**src/rtl/sprite_pkg.sv**
```systemverilog
// Shared state encoding, colour constants, default geometry and move-target helpers
// for the sprite mover.
package sprite_pkg;

  typedef enum logic [2:0] {
    ST_IDLE   = 3'd0,
    ST_CLEAR  = 3'd1,
    ST_DRAW   = 3'd2,
    ST_READY  = 3'd3,
    ST_ERASE  = 3'd4,
    ST_MOVE   = 3'd5,
    ST_REDRAW = 3'd6,
    ST_HOLD   = 3'd7
  } state_t;

  localparam int COLOUR_W = 3;
  localparam logic [COLOUR_W-1:0] BLACK = 3'b000;

  localparam int DEF_SCREEN_W = 160;
  localparam int DEF_SCREEN_H = 120;
  localparam int DEF_SPRITE_W = 11;
  localparam int DEF_SPRITE_H = 10;

  // Integer arithmetic so a left move near 0 cannot underflow and a right move cannot wrap.
  function automatic logic [7:0] move_target(input logic [7:0] x, input logic go_right,
                                             input int step, input int max_x);
    int t;
    if (go_right) begin
      t = int'(x) + step;
      if (t > max_x) t = max_x;
    end else begin
      t = int'(x) - step;
      if (t < 0) t = 0;
    end
    return 8'(t);
  endfunction

  function automatic logic move_clamped(input logic [7:0] x, input logic go_right,
                                        input int step, input int max_x);
    if (go_right) return (int'(x) + step) > max_x;
    else return int'(x) < step;
  endfunction

endpackage

```
**src/rtl/box_scan.sv**
```systemverilog
// Row-major rectangle scanner: after a go pulse it emits one (x,y) per cycle over a
// width x height box at the latched origin; done marks the final pixel.
module box_scan
  import sprite_pkg::*;
(
  input  logic       i_clk,
  input  logic       i_rst_n,
  input  logic       i_go,
  input  logic [7:0] i_org_x,
  input  logic [6:0] i_org_y,
  input  logic [7:0] i_width,
  input  logic [6:0] i_height,
  output logic [7:0] o_x,
  output logic [6:0] o_y,
  output logic       o_valid,
  output logic       o_done
);

  logic [7:0] r_ox, r_w, r_col;
  logic [6:0] r_oy, r_h, r_row;
  logic       r_active;
  logic       w_last_col, w_last_row;

  assign w_last_col = (r_col == r_w - 8'd1);
  assign w_last_row = (r_row == r_h - 7'd1);
  assign o_x     = r_ox + r_col;
  assign o_y     = r_oy + r_row;
  assign o_valid = r_active;
  assign o_done  = r_active && w_last_col && w_last_row;

  // go wins over finishing so a new box can start on the last pixel of the previous one
  always_ff @(posedge i_clk) begin
    if (!i_rst_n) begin
      r_ox <= 8'd0; r_oy <= 7'd0; r_w <= 8'd0; r_h <= 7'd0;
      r_col <= 8'd0; r_row <= 7'd0; r_active <= 1'b0;
    end else if (i_go) begin
      r_ox <= i_org_x; r_oy <= i_org_y; r_w <= i_width; r_h <= i_height;
      r_col <= 8'd0; r_row <= 7'd0; r_active <= 1'b1;
    end else if (r_active) begin
      if (w_last_col) begin
        r_col <= 8'd0;
        if (w_last_row) begin
          r_row    <= 7'd0;
          r_active <= 1'b0;
        end else begin
          r_row <= r_row + 7'd1;
        end
      end else begin
        r_col <= r_col + 8'd1;
      end
    end
  end

endmodule

```
**src/rtl/sprite_mover.sv**
```systemverilog
// Clears the screen, draws a ROM sprite on a fixed row and moves it left/right on request.
// Build option: define SPRITE_TRANSPARENT_EN to suppress plots of BLACK sprite pixels.
module sprite_mover
  import sprite_pkg::*;
#(
  parameter int SCREEN_W    = DEF_SCREEN_W,
  parameter int SCREEN_H    = DEF_SCREEN_H,
  parameter int SPRITE_W    = DEF_SPRITE_W,
  parameter int SPRITE_H    = DEF_SPRITE_H,
  parameter int X_START     = 73,
  parameter int Y_START     = 105,
  parameter int STEP        = 5,
  parameter int HOLD_CYCLES = 5
) (
  input  logic                                   clk,
  input  logic                                   reset,
  input  logic                                   start,
  input  logic                                   left,
  input  logic                                   right,
  output logic [$clog2(SPRITE_W*SPRITE_H)-1:0]   rom_addr,
  input  logic [COLOUR_W-1:0]                    rom_q,
  output logic [7:0]                             xout,
  output logic [6:0]                             yout,
  output logic [COLOUR_W-1:0]                    colour_out,
  output logic                                   plot,
  output logic                                   busy,
  output logic                                   at_edge,
  output logic [7:0]                             xpos
);

  localparam int AW    = $clog2(SPRITE_W * SPRITE_H);
  localparam int MAX_X = SCREEN_W - SPRITE_W;
  localparam int HW    = $clog2(HOLD_CYCLES + 1);

  state_t        r_state;
  logic [7:0]    r_xpos, r_target, r_xout;
  logic [6:0]    r_yout;
  logic [AW-1:0] r_rom_addr;
  logic [HW-1:0] r_hold;
  logic          r_clamped, r_smode, r_busy, r_at_edge, r_plot, r_out_sprite, r_pdone;

  logic          w_go, w_go_sprite, w_sv, w_sdone, w_req, w_clamp, w_move;
  logic [7:0]    w_org_x, w_box_w, w_sx, w_tgt;
  logic [6:0]    w_org_y, w_box_h, w_sy;

  box_scan u_scan (
    .i_clk    (clk),
    .i_rst_n  (reset),
    .i_go     (w_go),
    .i_org_x  (w_org_x),
    .i_org_y  (w_org_y),
    .i_width  (w_box_w),
    .i_height (w_box_h),
    .o_x      (w_sx),
    .o_y      (w_sy),
    .o_valid  (w_sv),
    .o_done   (w_sdone)
  );

  assign w_req   = left ^ right;
  assign w_tgt   = move_target(r_xpos, right, STEP, MAX_X);
  assign w_clamp = move_clamped(r_xpos, right, STEP, MAX_X);
  assign w_move  = (r_state == ST_READY) && w_req && (w_tgt != r_xpos);

  // colour comes straight from the ROM's registered data, which lines up with the delayed x/y/plot
  assign colour_out = r_out_sprite ? rom_q : BLACK;
`ifdef SPRITE_TRANSPARENT_EN
  assign plot = r_plot && !(r_out_sprite && (rom_q == BLACK));
`else
  assign plot = r_plot;
`endif
  assign rom_addr = r_rom_addr;
  assign xout     = r_xout;
  assign yout     = r_yout;
  assign busy     = r_busy;
  assign at_edge  = r_at_edge;
  assign xpos     = r_xpos;

  // Scanner launch: box origin/size and whether the pixels come from the sprite ROM
  always_comb begin
    w_go        = 1'b0;
    w_go_sprite = 1'b0;
    w_org_x     = r_xpos;
    w_org_y     = 7'(Y_START);
    w_box_w     = 8'(SPRITE_W);
    w_box_h     = 7'(SPRITE_H);
    case (r_state)
      ST_IDLE: begin
        w_go    = start;
        w_org_x = 8'd0;
        w_org_y = 7'd0;
        w_box_w = 8'(SCREEN_W);
        w_box_h = 7'(SCREEN_H);
      end
      ST_CLEAR: begin
        w_go        = r_pdone;
        w_go_sprite = 1'b1;
      end
      ST_READY: w_go = w_move;
      ST_MOVE: begin
        w_go        = 1'b1;
        w_go_sprite = 1'b1;
        w_org_x     = r_target;
      end
      default: w_go = 1'b0;
    endcase
  end

  // Controller, one-stage pixel pipeline and registered outputs
  always_ff @(posedge clk) begin
    if (!reset) begin
      r_state <= ST_IDLE;       r_xpos <= 8'(X_START);  r_target <= 8'd0;
      r_clamped <= 1'b0;        r_smode <= 1'b0;        r_rom_addr <= '0;
      r_hold <= '0;             r_busy <= 1'b0;         r_at_edge <= 1'b0;
      r_xout <= 8'd0;           r_yout <= 7'd0;         r_plot <= 1'b0;
      r_out_sprite <= 1'b0;     r_pdone <= 1'b0;
    end else begin
      r_at_edge    <= 1'b0;
      r_xout       <= w_sx;
      r_yout       <= w_sy;
      r_plot       <= w_sv;
      r_out_sprite <= w_sv && r_smode;
      r_pdone      <= w_sdone;
      if (w_go) r_smode <= w_go_sprite;
      if (w_go) r_rom_addr <= '0;
      else if (w_sv && r_smode) r_rom_addr <= w_sdone ? '0 : r_rom_addr + 1'b1;

      // each scan state exits once its final pixel has left the pipeline
      case (r_state)
        ST_IDLE: if (start) begin
          r_state <= ST_CLEAR;
          r_busy  <= 1'b1;
        end
        ST_CLEAR: if (r_pdone) r_state <= ST_DRAW;
        ST_DRAW: if (r_pdone) begin
          r_state <= ST_READY;
          r_busy  <= 1'b0;
        end
        ST_READY: if (w_req) begin
          if (w_tgt == r_xpos) begin
            r_at_edge <= 1'b1;
          end else begin
            r_state   <= ST_ERASE;
            r_busy    <= 1'b1;
            r_target  <= w_tgt;
            r_clamped <= w_clamp;
          end
        end
        ST_ERASE: if (r_pdone) r_state <= ST_MOVE;
        ST_MOVE: begin
          r_xpos    <= r_target;
          r_at_edge <= r_clamped;
          r_state   <= ST_REDRAW;
        end
        ST_REDRAW: if (r_pdone) begin
          r_state <= ST_HOLD;
          r_hold  <= '0;
        end
        ST_HOLD: begin
          if (r_hold == HW'(HOLD_CYCLES - 1)) begin
            r_state <= ST_READY;
            r_busy  <= 1'b0;
          end else begin
            r_hold <= r_hold + 1'b1;
          end
        end
        default: r_state <= ST_IDLE;
      endcase
    end
  end

endmodule

```
**config.mk**
```make
export PLATFORM = sky130hd
export DESIGN_NAME = sprite_mover
export DESIGN_NICKNAME = d
export VERILOG_FILES = /design/src/rtl/sprite_pkg.sv /design/src/rtl/box_scan.sv /design/src/rtl/sprite_mover.sv
export SDC_FILE = /design/constraint.sdc
export NUM_CORES = 1
export LEC_CHECK = 0
export BUFFER_PORTS_ARGS = -buffer_cell sky130_fd_sc_hd__buf_2
export CAP_MARGIN = 20
export CORE_ASPECT_RATIO = 0.5
export CORE_MARGIN = 10
export CORE_UTILIZATION = 65
export CTS_CLUSTER_SIZE = 16
export DETAILED_ROUTE_END_ITERATION = 10
export GPL_TIMING_DRIVEN = 1
export PLACE_DENSITY = 0.86
export SLEW_MARGIN = 20
export SYNTH_ARGS = -nofsm -noshare
export SYNTH_HDL_FRONTEND = slang
export SYNTH_HIERARCHICAL = 1
export SYNTH_SLANG_ARGS = --single-unit
export TNS_END_PERCENT = 100
```
**constraint.sdc**
```tcl
create_clock -name clk -period 10.54 [get_ports clk]
set_clock_uncertainty 0.1 [all_clocks]
set_input_delay 0.527 -clock clk [delete_from_list [all_inputs] [get_ports clk]]
set_output_delay 0.527 -clock clk [all_outputs]
set_load 0.03 [all_outputs]
```
* Yosys cells after proc, flatten, opt, wreduce, memory -nomap -nowiden
Cells that the tools add are included.
** Word-level totals
- Flip-flop bits (word level) :: 97
- Word-level logic and storage cells :: 112
- Bits of input ports :: 8
- Output and inout port bits :: 36
** Cells by class
- Magnitude comparators :: 3
- Multiplexer cells :: 39
- Bitwise logic cells :: 3
- Add/sub/neg operators :: 10
- Reduce and logical (&&, ||, !) cells :: 15
- Equal/unequal tests :: 21
** Operators with widths (number)
- 8-bit two-way mux :: 5
- 3-bit two-way mux :: 11
- 7-bit two-way mux :: 4
- 3-bit case mux with 8 select lines :: 1
- 2-bit != test (second input constant) :: 9
- 8-bit == test :: 2
- 8-bit case mux with 2 select lines :: 1
- 3-bit == test (second input constant) :: 5
- 7-bit by 1-bit adder with 7-bit output (second input constant) :: 2
- 1-bit two-way mux :: 13
- 8-bit by 3-bit adder with 9-bit output (second input constant) :: 1
- 9-bit by 8-bit greater-than comparator with 1-bit output (second input constant) :: 1
- 9-bit by 1-bit < comparator with 1-bit output (second input constant) :: 1
- 8-bit by 3-bit subtractor with 9-bit output (second input constant) :: 1
- 8-bit by 1-bit adder with 8-bit output (second input constant) :: 1
- 8-bit adder :: 1
- 8-bit by 3-bit < comparator with 1-bit output (second input constant) :: 1
- 8-bit != test :: 1
- 1-bit case mux with 4 select lines :: 2
- 8-bit AND reduction :: 1
- 8-bit by 1-bit subtractor with 8-bit output (second input constant) :: 1
- 7-bit adder :: 1
- 7-bit == test :: 1
- 7-bit by 1-bit subtractor with 7-bit output (second input constant) :: 1
- other kinds (15) :: 23

* Logic depth before layout (Yosys ltp)
- Depth in word-level cells :: 8
- Depth in mapped cells :: 17
- Depth with buffers taken out :: 14

* Cells and area by module
Netlist, hierarchy kept.
** Modules (own cells, without submodules)
- box_scan :: cells each 314, area each 2894.0 um^2, times used 1, sequential area each 920.9 um^2
- sprite_mover :: cells each 331, area each 2725.1 um^2, times used 1, sequential area each 1021.0 um^2

* Least setup slack after synthesis
OpenSTA, ideal clock, no wires.
- Path kind :: reg2reg
- From :: reg r_xpos[0] (netlist: xpos[0])
- To :: reg u_scan.r_row[3]
- Data arrival time :: 3.758 ns
- Clock period less this slack :: 3.937 ns
- Path buffers :: 2
- Library setup time :: 0.079 ns
- Path slack :: 6.603 ns
- Cell stages (with the launch flop) :: 17
- Data required time :: 10.361 ns
- Cells stage by stage :: dfxtp_1 -> inv_1 -> ha_1 -> nand2b_1 -> a311o_1 -> a21oi_1 -> o2111a_1 -> o31ai_1 -> a221o_1 -> nand2_1 -> nand2_1 -> clkbuf_1 -> nor2b_1 -> buf_1 -> nand2_1 -> or3b_2 -> o211ai_1
** On the way
- Cells in the longest elaborated chain, start to end :: 8
- Elaborated cells on any way between the ends :: 11
- Those cells by class :: add/sub (2); order compare (2); eq/ne (1); mux (4); reduce/logical (2)
** Ends and longest elaborated chain
- from (decl) :: line sprite_mover.sv:36 : logic [7:0] r_xpos, r_target, r_xout;
- from (signal assigned) :: line sprite_mover.sv:151 : r_xpos <= r_target;
- 8-bit by 3-bit subtractor with 9-bit output or 8-bit by 3-bit adder with 9-bit output (tied branches) :: line sprite_pkg.sv:32, sprite_pkg.sv:29
- 9-bit by 1-bit < comparator with 1-bit output or 9-bit by 8-bit greater-than comparator with 1-bit output (tied branches) :: line sprite_pkg.sv:33, sprite_pkg.sv:30
- 8-bit two-way mux (on tied branches) :: line sprite_pkg.sv:33, sprite_pkg.sv:30
- 8-bit two-way mux :: line sprite_pkg.sv:28 : if (go_right) begin
- 8-bit != test (*) :: line sprite_mover.sv:63 : assign w_move = (r_state == ST_READY) && w_req && (w_tgt != r_xpos);
- 1-bit logical AND (*) :: line sprite_mover.sv:63
- 1-bit case mux with 4 select lines (*) :: line sprite_mover.sv:87 : case (r_state)
- named net w_go :: line sprite_mover.sv:42 : logic w_go, w_go_sprite, w_sv, w_sdone, w_req, w_clamp, w_move;
- 2-bit OR reduction (no line) (*)
- to (signal assigned) :: line box_scan.sv:46 : r_row <= r_row + 7'd1;
- to (decl) :: line box_scan.sv:20 : logic [6:0] r_oy, r_h, r_row;
The timed path passes the listed nets; every way through them passes the cells marked *.
A chain may end at the register's enable or synchronous reset.

* Worst setup path in the final report
- From :: reg r_xpos[1] (netlist: xpos[1])
- To :: reg u_scan.r_row[3]
Same word-level chain as after synthesis.

==> summary.md <==
| Metric | Value |
|---|---|
| Crit path buffers/inverters | 0 |
| Status | finished clean |
| Die area | 13000 µm² |
| Initial DRT Pass Iterations | 7 |
| Clk slew on worst S/H paths | 0.07 ns |
| Placer Congestion | 0.884 |
| Part of the power in registers | 44.3% |
| RSZ-0062 raised after global routing | false |
| CP most frequent cell | nand2_1 |
| RR Endpoint | u_scan/r_row[3] |
| Asr flop ratio synth | 0% |
| Top-area cell type share of the netlist area | 34.6% |
| Vias/cell | 6.06 |
| Syn. warnings | 6 |
| Vias in the first global route | 4551 |
| NetSw | 0.000194 W |
| Final Cycle Share | 48.5% |
| Final hold slack | 0.366 ns |
| Crit path launch type | flip-flop |
| Synth top area cells | dfxtp_1 35%, mux2i_1 7.8%, ha_1 5.1%, nor2b_1 4.3%, xnor2_1 3.9% |
| First-pass GRT wire length | 22200 µm |
| Post-synthesis simple-gate area fraction | 24.2% |
| Starting Density | 68.5% |
| ANT cells | 0 |
| Chip Height | 85.7 µm |
| Max IR drop VDD | 99.7 µV |
| Cts hold-fix bufs | 0 |
| Nets | 709 |
| Max-slew headroom | 31.4% |
| CP peak stage delay | 0.72 ns |
| Mux cell area share after synthesis | 7.84% |
| Final Hold Violating Endpoints | 0 |
| TritonCTS clock tree | yes |
| Initial antenna violation count | 0 |
| Post-Synth XOR/XNOR Area | 7.48% |
| Largest family of logic cells by synthesized area | simple AND/OR/NAND/NOR gates |
| H-tree depth | 3 |
| Die W | 151 µm |
| Reg-to-reg slack, setup | 5.43 ns |
| Maxcap violations | 0 |
| Leading cell type by number of instances after synthesis | dfxtp_1 |
| Final setup viols | 0 |
| Post-route ant nets | 0 |
| Internal Power | 0.000675 W |
| # Post-CTS Setup Buffers | 0 |
| Wire per inst | 16.6 µm |
| Leakage | 2.65 nW |
| Setup Slack @ Placement | 5.61 ns |
| Worst setup margin | 5.43 ns |
| Clock Root Buffer | clkbuf_16 |
| Area leader, netlist | dfxtp_1 |
| Area delta synth->final | 11.3% |
| Power per standard cell area | 139 nW/µm² |
| Mapped Avg Cell Area | 8.71 µm² |
| Crit path arrival time | 5.28 ns |
| Rows | 23 |
| Setup TNS | 0 ns |
| Final WL | 13200 µm |
| Synth cell types | 71 |
| Hold Crit Endpoint | r_target[5] |
| Global route overflow | 0 |
| Clock latency on the worst-skew pair | 0.34 ns |
| Crit. End Element | flip-flop |
| Core ar. | 8200 µm² |
| Sequential element share of the synthesized area | 34.6% |
| Slew @ Worst Pin | 1.02 ns |
| Worst-path fanout max | 34 |
| CTS Buf Count | 9 |
| Synth Instances | 645 |
| Hold crit path type | reg2reg |
| GR Util All Layers | 20.6% |
| FF-to-FF Start | xpos[1] |
| Vias | 4805 |
| Compound-cell area share of the yosys netlist | 15.8% |
| Layout cell share with drive strength beyond 1 | 12.9% |
| Min Clock Period, post-route | 5.11 ns |
| DRT iter0 DRCs | 369 |
| Largest net degree at the start of global routing | 65 |
| Net Sw Frac | 22.3% |
| I/O pin count | 44 |
| Post-cts repair resize count | 0 |
| Final routed DRC violation total | 0 |
| Fmax | 0.196 GHz |
| Hold Crit Start | r_target[5] |
| CP Cell Sequence | ha_1, o211ai_2, nor2_1, xnor2_1, nand4_1, a211o_1, a221o_1, nand2_1, nand2_2, nor2b_1, nand2_1, or3b_2, o211ai_1 |
| Adder-cell share of the synthesized area | 5.83% |
| Total Power | 0.000870 W |
| Clock sink total | 97 |
| Post-synth EDFFs | 0 |
| R2R depth | 13 |
| CP top delay family | simple AND/OR/NAND/NOR gates |
| Top cells by count, synth | 97 x dfxtp_1, 47 x nor2_1, 46 x nand2_1 |
| Input/output buffers | 43 |
| Share of total power in the clock network | 46.6% |
| Req. time, crit path | 10.70 ns |
| Max Root-Sink Buffers | 2 |
| Slowest cell on crit path | nor2b_1 |
| Pins Over Slew Limit | 0 |
| Synth Flop Type | dfxtp_1 |
| Logic pwr share | 9.1% |
| Crit path kind | reg2reg |
| Worst Hold Depth | 2 |
| Hpwl dp | 8930 µm |
| Mapped Area | 5620 µm² |
| FF+latch count, synth | 97 |
sequential cells by signal (all words and copies together), names as in the netlist, 8 cells and up:
name and flops:
u_scan/r_w 8, u_scan/r_col 8, r_target 8, xpos 8, xout 8, u_scan/r_ox 8
cell usage in the layout (no fill, tap or decap), drive strengths merged, types with 10 or more instances in the layout:
cell type | Yosys | routed
dfxtp | 97 | 97
nor2 | 48 | 48
nand2 | 46 | 46
buf | 13 | 45
mux2i | 44 | 44
nor2b | 39 | 39
a21oi | 38 | 38
nor3 | 26 | 26
xnor2 | 25 | 25
inv | 24 | 24
xor2 | 23 | 23
ha | 23 | 23
nand3 | 22 | 22
and2 | 21 | 21
o21ai | 16 | 16
nand4 | 11 | 11
clkbuf | 19 | 11
and3 | 10 | 10
cell families after synthesis:
kind of cell    count (synthesis)
xor+xnor                       48
simple gates                  250
flops                          97
compound gates                122
fa+ha+maj                      25
buf+inv                        57
mux                            44
other cells                     2
tightest hold or removal path: stages, from the launching register on:
cell and delay (ns):
dfxtp_1 0.31, nand2_1 0.05, mux2i_1 0.06
power groups by stage:
stage                     Combinational [W]  Clock (W)  Sequential (W)
after global placement            0.0000748          0        0.000393
after detailed placement          0.0000774          0        0.000393
after floorplan                   0.0000602          0        0.000394
after CTS                         0.0000786   0.000409        0.000385
after global routing              0.0000871   0.000427        0.000386
final                             0.0000787   0.000406        0.000385
stage by stage:
step	cell area (µm²)	util, %	std cells
3_3_place_gp	5880	71.7	777
3_5_place_dp	5880	71.7	777
4_1_cts	6250	76.3	793
6_report	6250	76.3	793
2_1_floorplan	5650	-	652
5_1_grt	6250	76.3	793
how the worst max path moves through the flow:
| stage | from | endpoint | slack [ns] | depth (start not counted) |
|---|---|---|---|---|
| detailed placement | xpos[1] | u_scan/r_row[3] | 5.61 | 13 |
| CTS | xpos[1] | u_scan/r_row[3] | 5.51 | 13 |
| finish | xpos[1] | u_scan/r_row[3] | 5.43 | 13 |
| floorplan | xpos[0] | u_scan/r_row[3] | 6.60 | 16 |
| global route | xpos[1] | u_scan/r_row[3] | 5.10 | 13 |
| global placement | xpos[2] | u_scan/r_row[3] | 5.78 | 12 |
per-layer routing:
layer | up-vias | wire [µm] | GRT usage, %
li1 | 2336 | - | -
met1 | 2301 | 5530 | 23.9
met2 | 144 | 6690 | 36.9
met3 | 24 | 736 | 4.61
met4 | 0 | 233 | 6.37
met5 | - | 0 | 0
cell type report:
| cell class | instances | area (µm²) |
|---|---|---|
| Sequential cell | 97 | 1940 |
| Multi-Input combinational cell | 498 | 3470 |
| Fill cell | 571 | 1950 |
| Tap cell | 112 | 140 |
| Timing Repair Buffer | 45 | 230 |
| Clock buffer | 11 | 253 |
| Inverter | 25 | 93.8 |
| Clock inverter | 5 | 125 |
No activity file was read; power rests on OpenSTA's default activity.
